==> config.mk <==
export PLATFORM = sky130hd
export DESIGN_NAME = uart_cmd_ctrl
export DESIGN_NICKNAME = d
export VERILOG_FILES = /design/src/rtl/uart_cmd_ctrl.sv
export SDC_FILE = /design/constraint.sdc
export NUM_CORES = 1
export LEC_CHECK = 0
export CAP_MARGIN = 0
export CORE_MARGIN = 2
export CORE_UTILIZATION = 40
export DETAILED_ROUTE_END_ITERATION = 6
export PLACE_DENSITY = 0.57
export SLEW_MARGIN = 20
export SYNTH_ARGS = -nofsm -noshare
export SYNTH_HDL_FRONTEND = slang
export SYNTH_SLANG_ARGS = --single-unit
==> constraint.sdc <==
create_clock -name clk_i -period 3.85 [get_ports clk_i]
set_input_delay 1.155 -clock clk_i [delete_from_list [all_inputs] [get_ports clk_i]]
set_output_delay 1.155 -clock clk_i [all_outputs]
set_load 0.03 [all_outputs]
==> src/rtl/uart_cmd_ctrl.sv <==
`default_nettype none
// ============================================================================
// Module      : uart_cmd_ctrl
// Description : Command sequencer behind the TDC UART receiver.
//               - Free-running divider producing the 16x oversample enable
//                 tick (rx_enable_o) that paces the receiver.
//               - Collects received bytes into fixed-length frames
//                 (SYNC, CMD, DATA[, CSUM]), validates them, and either
//                 writes a configuration register or issues a measurement
//                 start/stop strobe.
//               - Malformed or stalled frames are discarded, signalled on
//                 frame_err_o and counted (saturating) in err_count_o.
//
// Build option: UART_CMD_CSUM_EN
//               defined   : 4-byte frames, CSUM = CMD ^ DATA is checked.
//               undefined : 3-byte frames, no checksum state.
//
// Parameters  : CLK_DIV   system clocks per oversample tick (>= 2)
//               TIMEOUT   oversample ticks allowed between frame bytes
//                         (16-bit, >= 1)
//               SYNC_BYTE frame start marker
//
// Ports       : clk_i          in   1  system clock, rising edge
//               rst_ni         in   1  asynchronous active-low reset
//               rx_enable_o    out  1  one-cycle oversample tick
//               rx_byte_i      in   8  received byte
//               rx_byte_rdy_i  in   1  one-cycle byte-valid pulse
//               cfg_addr_o     out  7  configuration register address
//               cfg_data_o     out  8  configuration write data
//               cfg_we_o       out  1  one-cycle configuration write strobe
//               meas_start_o   out  1  one-cycle measurement start strobe
//               meas_stop_o    out  1  one-cycle measurement stop strobe
//               busy_o         out  1  frame in progress (state != IDLE)
//               frame_err_o    out  1  one-cycle pulse per discarded frame
//               err_count_o    out  8  saturating discarded-frame count
//
// Revision    : 1.0  initial release
// ============================================================================
module uart_cmd_ctrl #(
    parameter int unsigned CLK_DIV   = 27,
    parameter int unsigned TIMEOUT   = 4096,
    parameter logic [7:0]  SYNC_BYTE = 8'hA5
) (
    input  logic       clk_i,
    input  logic       rst_ni,
    output logic       rx_enable_o,
    input  logic [7:0] rx_byte_i,
    input  logic       rx_byte_rdy_i,
    output logic [6:0] cfg_addr_o,
    output logic [7:0] cfg_data_o,
    output logic       cfg_we_o,
    output logic       meas_start_o,
    output logic       meas_stop_o,
    output logic       busy_o,
    output logic       frame_err_o,
    output logic [7:0] err_count_o
);

    // ------------------------------------------------------------------------
    // Constants
    // ------------------------------------------------------------------------
    localparam int unsigned   DIV_W    = (CLK_DIV > 2) ? $clog2(CLK_DIV) : 1;
    localparam logic [DIV_W-1:0] C_DIV_LAST = DIV_W'(CLK_DIV - 1);
    // The timeout fires on the tick that would bring the count to TIMEOUT,
    // so the comparison is against TIMEOUT-1 before incrementing.
    localparam logic [15:0]   C_TO_LAST  = 16'(TIMEOUT - 1);
    localparam logic [7:0]    C_ACT_START = 8'h80;
    localparam logic [7:0]    C_ACT_STOP  = 8'h81;

    // ------------------------------------------------------------------------
    // State encoding
    // ------------------------------------------------------------------------
    typedef enum logic [2:0] {
        S_IDLE     = 3'd0,
        S_GET_CMD  = 3'd1,
        S_GET_DATA = 3'd2,
`ifdef UART_CMD_CSUM_EN
        S_GET_CSUM = 3'd3,
`endif
        S_EXEC     = 3'd4
    } state_e;

    // ------------------------------------------------------------------------
    // Declarations
    // ------------------------------------------------------------------------
    logic [DIV_W-1:0] div_q;
    logic             w_tick;

    state_e           state_q, state_d;
    logic [15:0]      to_q, to_d;
    logic [7:0]       cmd_q, cmd_d;
    logic [7:0]       data_q, data_d;

    logic             w_collecting;
    logic             w_err;
    logic             w_we;
    logic             w_start;
    logic             w_stop;

    logic [6:0]       cfg_addr_q;
    logic [7:0]       cfg_data_q;
    logic             cfg_we_q;
    logic             meas_start_q;
    logic             meas_stop_q;
    logic             frame_err_q;
    logic [7:0]       err_count_q;

    // ------------------------------------------------------------------------
    // Oversample tick divider: counts 0..CLK_DIV-1 and wraps.
    // ------------------------------------------------------------------------
    assign w_tick = (div_q == C_DIV_LAST);

    always_ff @(posedge clk_i or negedge rst_ni) begin
        if (!rst_ni) begin
            div_q <= '0;
        end else if (w_tick) begin
            div_q <= '0;
        end else begin
            div_q <= div_q + DIV_W'(1);
        end
    end

    // ------------------------------------------------------------------------
    // Frame FSM: state register
    // ------------------------------------------------------------------------
    always_ff @(posedge clk_i or negedge rst_ni) begin
        if (!rst_ni) begin
            state_q <= S_IDLE;
            to_q    <= '0;
            cmd_q   <= '0;
            data_q  <= '0;
        end else begin
            state_q <= state_d;
            to_q    <= to_d;
            cmd_q   <= cmd_d;
            data_q  <= data_d;
        end
    end

    // ------------------------------------------------------------------------
    // Frame FSM: next state and decoded actions
    // ------------------------------------------------------------------------
    always_comb begin
        state_d      = state_q;
        to_d         = to_q;
        cmd_d        = cmd_q;
        data_d       = data_q;
        w_collecting = 1'b0;
        w_err        = 1'b0;
        w_we         = 1'b0;
        w_start      = 1'b0;
        w_stop       = 1'b0;

        case (state_q)
            S_IDLE: begin
                // Non-sync bytes are dropped without raising an error.
                if (rx_byte_rdy_i && (rx_byte_i == SYNC_BYTE)) begin
                    state_d = S_GET_CMD;
                    to_d    = '0;
                end
            end

            S_GET_CMD: begin
                w_collecting = 1'b1;
                if (rx_byte_rdy_i) begin
                    cmd_d   = rx_byte_i;
                    to_d    = '0;
                    state_d = S_GET_DATA;
                end
            end

            S_GET_DATA: begin
                w_collecting = 1'b1;
                if (rx_byte_rdy_i) begin
                    data_d  = rx_byte_i;
                    to_d    = '0;
`ifdef UART_CMD_CSUM_EN
                    state_d = S_GET_CSUM;
`else
                    state_d = S_EXEC;
`endif
                end
            end

`ifdef UART_CMD_CSUM_EN
            S_GET_CSUM: begin
                w_collecting = 1'b1;
                if (rx_byte_rdy_i) begin
                    to_d = '0;
                    if (rx_byte_i == (cmd_q ^ data_q)) begin
                        state_d = S_EXEC;
                    end else begin
                        w_err   = 1'b1;
                        state_d = S_IDLE;
                    end
                end
            end
`endif

            S_EXEC: begin
                // Single-cycle state; a byte arriving here is ignored.
                state_d = S_IDLE;
                to_d    = '0;
                if (!cmd_q[7]) begin
                    w_we = 1'b1;
                end else if (cmd_q == C_ACT_START) begin
                    w_start = 1'b1;
                end else if (cmd_q == C_ACT_STOP) begin
                    w_stop = 1'b1;
                end else begin
                    w_err = 1'b1;
                end
            end

            default: begin
                state_d = S_IDLE;
                to_d    = '0;
            end
        endcase

        // Inter-byte timeout. A byte in the same cycle as the expiring tick
        // takes precedence (handled above, which also clears the counter).
        if (w_collecting && !rx_byte_rdy_i && w_tick) begin
            if (to_q == C_TO_LAST) begin
                w_err   = 1'b1;
                state_d = S_IDLE;
                to_d    = '0;
            end else begin
                to_d = to_q + 16'd1;
            end
        end
    end

    // ------------------------------------------------------------------------
    // Registered strobes, configuration outputs and error counter
    // ------------------------------------------------------------------------
    always_ff @(posedge clk_i or negedge rst_ni) begin
        if (!rst_ni) begin
            cfg_addr_q   <= '0;
            cfg_data_q   <= '0;
            cfg_we_q     <= 1'b0;
            meas_start_q <= 1'b0;
            meas_stop_q  <= 1'b0;
            frame_err_q  <= 1'b0;
            err_count_q  <= '0;
        end else begin
            cfg_we_q     <= w_we;
            meas_start_q <= w_start;
            meas_stop_q  <= w_stop;
            frame_err_q  <= w_err;
            // Address/data hold their value until the next register write.
            if (w_we) begin
                cfg_addr_q <= cmd_q[6:0];
                cfg_data_q <= data_q;
            end
            if (w_err && (err_count_q != 8'hFF)) begin
                err_count_q <= err_count_q + 8'd1;
            end
        end
    end

    // ------------------------------------------------------------------------
    // Outputs
    // ------------------------------------------------------------------------
    assign rx_enable_o  = w_tick;
    assign busy_o       = (state_q != S_IDLE);
    assign cfg_addr_o   = cfg_addr_q;
    assign cfg_data_o   = cfg_data_q;
    assign cfg_we_o     = cfg_we_q;
    assign meas_start_o = meas_start_q;
    assign meas_stop_o  = meas_stop_q;
    assign frame_err_o  = frame_err_q;
    assign err_count_o  = err_count_q;

endmodule
`default_nettype wire

==> impl_metrics.csv, run 1 <==
group,metric,value,unit
global_route,grt_pass1_wl,10.7,mm
finish,antenna_cells,0,
die,die_height,90.9,um
die,rows,31,
routing,drtIter0Drc,56,
global_route,overflow,0,
routing,avgRoutedWirePerCell,14.9,um
die,core,7290,um^2
pwr,power.density,369,nW/um^2
synthesis,synthArstFlopShare,1.00,
placed_design,io_buffers,39,
global_route,antenna_found_initial,0,
routing,dr.pass1.iters,4,
clock_network,post_cts_buffers,0,
synthesis,synth_commonest_cells,"dfrtp_1 (67), mux2_2 (30), nor2_1 (24)",
clock_network,ctsHoldBuffers,0,
routing,wl_met2,2.84,mm
clock_network,cts_sinks,67,
clock_network,clockRootBuffer,"clkbuf_8",
setup_path,r2r_slack,1.40,ns
sta,tightest_slew,0.764,ns
pwr,p_leak,1.73,nW
placed_design,dp_cells,393,
setup_path,crit_path_end_kind,"primary output",
synthesis,synth_flop_cell,"dfrtp_1",
sta,fin_crit,3.25,ns
synthesis,yosysTopAreaCell,"dfrtp_1",
clock_network,postCtsResizedCells,0,
clock_network,clockBufferDepth,2,
finish,final_cells,410,
finish,fill_cells,717,
routing,drc,0,
setup_path,path_buf_inv,2,
clock_network,h-tree-depth,3,
setup_path,critPathRequiredTime,2.69,ns
routing,vias_per_cell,5.22,
sta,setup_viol,0,
synthesis,yosys_warnings,0,
routing,top_layer_used,"met4",
synthesis,yosysMostFrequentCell,"dfrtp_1",
setup_path,critPathKind,"flop to primary output",
clock_network,cts_tree,"yes",
placed_design,place_ws,0.614,ns
routing,wl_met1,2.92,mm
synthesis,synth_cells,259,
synthesis,ys_top_cells_by_area,"dfrtp_1 (56%), mux2_2 (11%), xor2_1 (3.5%), nor2_1 (3.0%), o21ai_0 (2.5%)",
setup_path,cp_slowest_stage_delay,0.73,ns
sta,period_share,0.845,
finish,nets,321,
sta,grt_setup_unrepaired,"false",
setup_path,critPathArrivalTime,2.10,ns
hold_path,min_path_type,"flop to flop",
routing,drt_wl_total,6.11,mm
sta,slew_violations,0,
die,initial_core_util,0.414,
setup_path,path_max_fanout,8,
synthesis,syn_avg_cell_area,11.7,um^2
clock_network,clock_latency,0.35,ns
global_route,track_usage,0.165,
synthesis,syn_nets,274,
routing,final_antenna_net_count,0,
clock_network,clk_pin_slew,0.08,ns
synthesis,yosysSeqAreaShare,0.555,
sta,clock.fmax,308,MHz
synthesis,ys_ff_latch,67,
sta,fin_skew,0.00801,ns
finish,synthToLayoutAreaGrowth,24.2,%
placed_design,dp_hpwl,4.12,mm
synthesis,syn-cell-area,3020,um^2
die,pin_count,40,
routing,wl_met3,281,um
setup_path,crit_chain,"inv_1 -> ha_1 -> and4b_1 -> clkdlybuf4s50_1",
sta,tns,0,ns
setup_path,critPathTopFamily,"buffers and inverters",
die,die_area,8260,um^2
global_route,grt_pass1_vias,2113,
synthesis,synth.distinct_cells,44,
pwr,power.total,1.38,mW
status,outcome,"finished, final reports clean",
die,die_x,90.9,um
sta,slew-limit-headroom,0.491,
setup_path,start_kind,"flop",
synthesis,synth_top_area_share,0.555,
synthesis,synth_edf_count,0,
sta,setup_ws,0.599,ns
routing,vias,2142,
clock_network,cts_buffers,9,
setup_path,crit_slowest_cell,"clkdlybuf4s50_1",
finish,layout-drive-gt1-share,0.193,
placed_design,place.gp.congestion,0.752,
pwr,ir_worst_vdd,0.000286,V
global_route,grt_max_degree,35,
job,drv_cap,0,
sta,hold_viol_final,0,
placed_design,place_area,3540,um^2
finish,design_area,3750,um^2
==> final timing paths <==
kind | from | to | cells past startpoint
worst max-delay path | div_q[0]$_DFF_PN0_ | rx_enable_o | 4
worst min-delay path | cmd_q[0]$_DFFE_PN0P_ | meas_start_o$_DFF_PN0_ | 1
min in group asynchronous | rst_ni | div_q[1]$_DFF_PN0_ | 1
max in group asynchronous | rst_ni | cfg_addr_o[6]$_DFFE_PN0P_ | 2
worst max register to register | to_q[0]$_DFFE_PN0P_ | err_count_o[1]$_DFFE_PN0P_ | 7
worst min register to register | cmd_q[0]$_DFFE_PN0P_ | meas_start_o$_DFF_PN0_ | 1
==> per-stage QoR <==
step                      hold slack (ns)   util
final                               0.457  0.514
after global routing                0.503  0.514
after CTS                           0.460  0.513
after detailed placement            0.441  0.486
after global placement              0.455  0.486
after floorplan                     0.418      -
==> metal layers <==
metal  track usage  vias to the layer above
met2         0.239                       37
met4        0.0657                        0
li1              -                     1036
met3        0.0568                        8
met5             0                        -
met1         0.226                     1061
==> worst register-to-register path: stages, from the launching register on <==
cell and delay, ns:
dfrtp_1 0.43, ha_1 0.27, nand4_1 0.23, nor4_4 0.62, a22oi_4 0.21, inv_2 0.13
and2_4 0.17, mux2_4 0.29
==> kinds of logic after synthesis <==
kind of cell | synth area share
compound gates | 0.0705
xor+xnor | 0.0377
fa+ha+maj | 0.0166
buf+inv | 0.0182
flops | 0.555
mux | 0.123
simple gates | 0.178
==> flip-flops by register name (all words and copies together), names as in the netlist, 3 cells and up <==
name / flops
state_q: 3
cmd_q: 8
cfg_data_o: 8
err_count_o: 8
data_q: 8
div_q: 5
cfg_addr_o: 7
to_q: 16
==> power breakdown <==
group,leakage (nW),internal (mW),switching (mW)
combinational,0.728,0.0330,0.0372
sequential,0.911,0.719,0.0132
clock,0.0885,0.299,0.281
==> placed cells by master (no fill, tap or decap), types with 2 or more instances in the layout <==
cell | synthesis | layout
clkdlybuf4s50_1 | 0 | 38
xor2_1 | 12 | 12
nor4_1 | 4 | 4
nand2_1 | 16 | 16
mux2_2 | 30 | 30
o21ai_0 | 15 | 15
clkinvlp_4 | 0 | 3
nor3_1 | 4 | 4
nor4bb_1 | 3 | 3
nand3b_1 | 2 | 2
a22o_1 | 2 | 2
inv_1 | 4 | 4
nor2_1 | 24 | 24
a31oi_1 | 2 | 2
nand3_1 | 13 | 13
a21oi_1 | 6 | 6
dfrtp_1 | 67 | 67
mux2i_1 | 2 | 2
and3_1 | 6 | 6
nand4_1 | 10 | 10
o31ai_1 | 3 | 3
ha_1 | 4 | 4
clkbuf_8 | 0 | 9
buf_4 | 0 | 3
==> final cells by class <==
class	instances	area, um^2	area share
Tap cell	99	124	0.0330
Inverter	5	18.8	0.00501
Clock inverter	6	66.3	0.0177
Multi-Input combinational cell	179	1300	0.346
Sequential cell	67	1680	0.447
Clock buffer	10	128	0.0340
Timing Repair Buffer	44	439	0.117
No activity file was read; power rests on OpenSTA's default activity.
==> run 2: changes to the inputs <==
--- a/config.mk
+++ b/config.mk
@@ -9,7 +9,7 @@
 export CORE_MARGIN = 2
 export CORE_UTILIZATION = 40
 export DETAILED_ROUTE_END_ITERATION = 6
-export PLACE_DENSITY = 0.57
+export PLACE_DENSITY = 0.59
 export SLEW_MARGIN = 20
 export SYNTH_ARGS = -nofsm -noshare
 export SYNTH_HDL_FRONTEND = slang
==> constraint.sdc (replaced) <==
create_clock -name clk_i -period 2.95 [get_ports clk_i]
set_input_delay 0.885 -clock clk_i [delete_from_list [all_inputs] [get_ports clk_i]]
set_output_delay 0.885 -clock clk_i [all_outputs]
set_load 0.03 [all_outputs]
==> impl_metrics.csv, run 2 (same netlist as run 1, synthesis figures left out) <==
group,metric,value,unit
sta,slew_violations,0,
sta,setup_ws,0.216,ns
setup_path,path_depth,4,
sta,holdWs,0.461,ns
routing,vias,2138,
pwr,ir_worst_vdd,0.000310,V
setup_path,rr_startpoint,"to_q[0]$_DFFE_PN0P_",
finish,final_cells,418,
sta,grt_setup_unrepaired,"false",
hold_path,hp-start,"cmd_q[0]$_DFFE_PN0P_",
setup_path,path_max_fanout,4,
setup_path,crit_slowest_cell,"clkdlybuf4s50_1",
sta,setup_viol,0,
placed_design,place_area,3610,um^2
clock_network,ctsHoldBuffers,0,
sta,tightest_slew,0.609,ns
setup_path,critPathTopFamily,"buffers and inverters",
sta,clock.fmax,366,MHz
routing,drtIter0Drc,80,
clock_network,postCtsResizedCells,0,
sta,tns,0,ns
die,initial_core_util,0.414,
sta,fin_skew,0.00976,ns
finish,antenna_cells,0,
status,outcome,"finished, final reports clean",
die,pin_count,40,
pwr,p_leak,1.81,nW
finish,fill_cells,682,
clock_network,clockRootBuffer,"clkbuf_8",
job,drv_cap,0,
global_route,grt_pass1_wl,10.8,mm
setup_path,crit_path_end_kind,"primary output",
finish,post-route-util,0.530,
setup_path,r2r_end,"err_count_o[1]$_DFFE_PN0P_",
placed_design,io_buffers,39,
finish,synthToLayoutAreaGrowth,27.9,%
setup_path,path_buf_inv,2,
pwr,power.total,1.99,mW
pwr,power.density,515,nW/um^2
clock_network,cts_buffers,9,
hold_path,min_path_type,"flop to flop",
setup_path,reg2reg_depth,7,
routing,final_antenna_net_count,0,
clock_network,clock_latency,0.33,ns
setup_path,r2r_slack,0.64,ns
hold_path,hold_end,"meas_start_o$_DFF_PN0_",
finish,largest_reg_flops,16,
die,die_area,8260,um^2
global_route,grt_max_degree,31,
setup_path,critPathKind,"flop to primary output",
finish,final_common_cell,"dfrtp_1",
clock_network,cts_sinks,67,
sta,fin_crit,2.73,ns
finish,largest-register,"to_q",
setup_path,crit_chain,"inv_1 -> ha_1 -> and4b_1 -> clkdlybuf4s50_1",
setup_path,cp_slowest_stage_delay,0.67,ns
placed_design,place.gp.congestion,0.829,
setup_path,critPathRequiredTime,2.07,ns
clock_network,clockBufferDepth,2,
placed_design,dp_hpwl,4.43,mm
die,die_height,90.9,um
finish,layout-drive-gt1-share,0.216,
global_route,grt_pass1_vias,2199,
routing,drt_wl_total,6.20,mm
sta,slew-limit-headroom,0.588,
die,core,7290,um^2
hold_path,holdPathStages,1,
routing,avgRoutedWirePerCell,14.8,um
setup_path,start_kind,"flop",
clock_network,clk_pin_slew,0.07,ns
routing,drc,0,
sta,period_share,0.927,
placed_design,place_ws,0.0868,ns
setup_path,critPathArrivalTime,1.85,ns
routing,vias_per_cell,5.11,
die,rows,31,
global_route,antenna_found_initial,0,
clock_network,post_cts_buffers,0,
finish,design_area,3860,um^2
global_route,overflow,0,
die,die_x,90.9,um
clock_network,cts_tree,"yes",
clock_network,h-tree-depth,3,
placed_design,dp_cells,402,
routing,dr.pass1.iters,4,
global_route,track_usage,0.164,
finish,nets,329,
sta,hold_viol_final,0,
finish,final_cell_mix,"dfrtp_1 (67), clkdlybuf4s50_1 (38), mux2_2 (30), nor2_1 (24), nand2_1 (16)",
-- run 2: changes by cell type in the layout (fill, tap and decap cells not counted) --
cell / change
buf_4: +9
clkinvlp_4: -3
bufinv_16: +2
buf_6: -1
clkbuf_1: -1
clkbuf_8: +1
clkinv_4: +1
-- run 2: how the worst max path moves through the flow --
stage	start	end	slack, ns
after CTS	div_q[0]$_DFF_PN0_	rx_enable_o	0.19
after floorplan	rx_byte_i[4]	to_q[7]$_DFFE_PN0P_	0.74
after detailed placement	rx_byte_i[7]	to_q[7]$_DFFE_PN0P_	0.09
final	div_q[0]$_DFF_PN0_	rx_enable_o	0.22
after global placement	rx_byte_i[7]	to_q[7]$_DFFE_PN0P_	0.12
after global routing	div_q[0]$_DFF_PN0_	rx_enable_o	0.10
-- run 2: area by class of cell --
class / count / area (um^2) / share of cell area
Timing Repair Buffer: 52 / 495 / 0.128
Tap cell: 99 / 124 / 0.0321
Multi-Input combinational cell: 179 / 1300 / 0.336
Clock inverter: 6 / 113 / 0.0292
Clock buffer: 10 / 138 / 0.0356
Inverter: 5 / 18.8 / 0.00486
Sequential cell: 67 / 1680 / 0.434
-- run 2: routing by layer --
metal,wire (um),global-route usage
met1,2980,0.219
met3,289,0.0584
met2,2870,0.256
met5,0,0
met4,63,0.0429
-- run 2: where the power goes --
group	switching (mW)	internal [mW]	leakage [nW]	total (mW)
clock network	0.353	0.586	0.126	0.939
logic	0.0501	0.0445	0.769	0.0946
registers	0.0165	0.938	0.911	0.954
total	0.420	1.57	1.81	1.99
==> run 3: changes to the inputs <==
--- a/config.mk
+++ b/config.mk
@@ -8,6 +8,7 @@
 export CAP_MARGIN = 0
 export CORE_MARGIN = 2
 export CORE_UTILIZATION = 40
+export CTS_BUF_LIST = sky130_fd_sc_hd__clkbuf_4 sky130_fd_sc_hd__clkbuf_8
 export DETAILED_ROUTE_END_ITERATION = 6
 export PLACE_DENSITY = 0.59
 export SLEW_MARGIN = 20
==> results of run 3 <==
The final DEF is identical to that of run 2; final timing and power are the same.
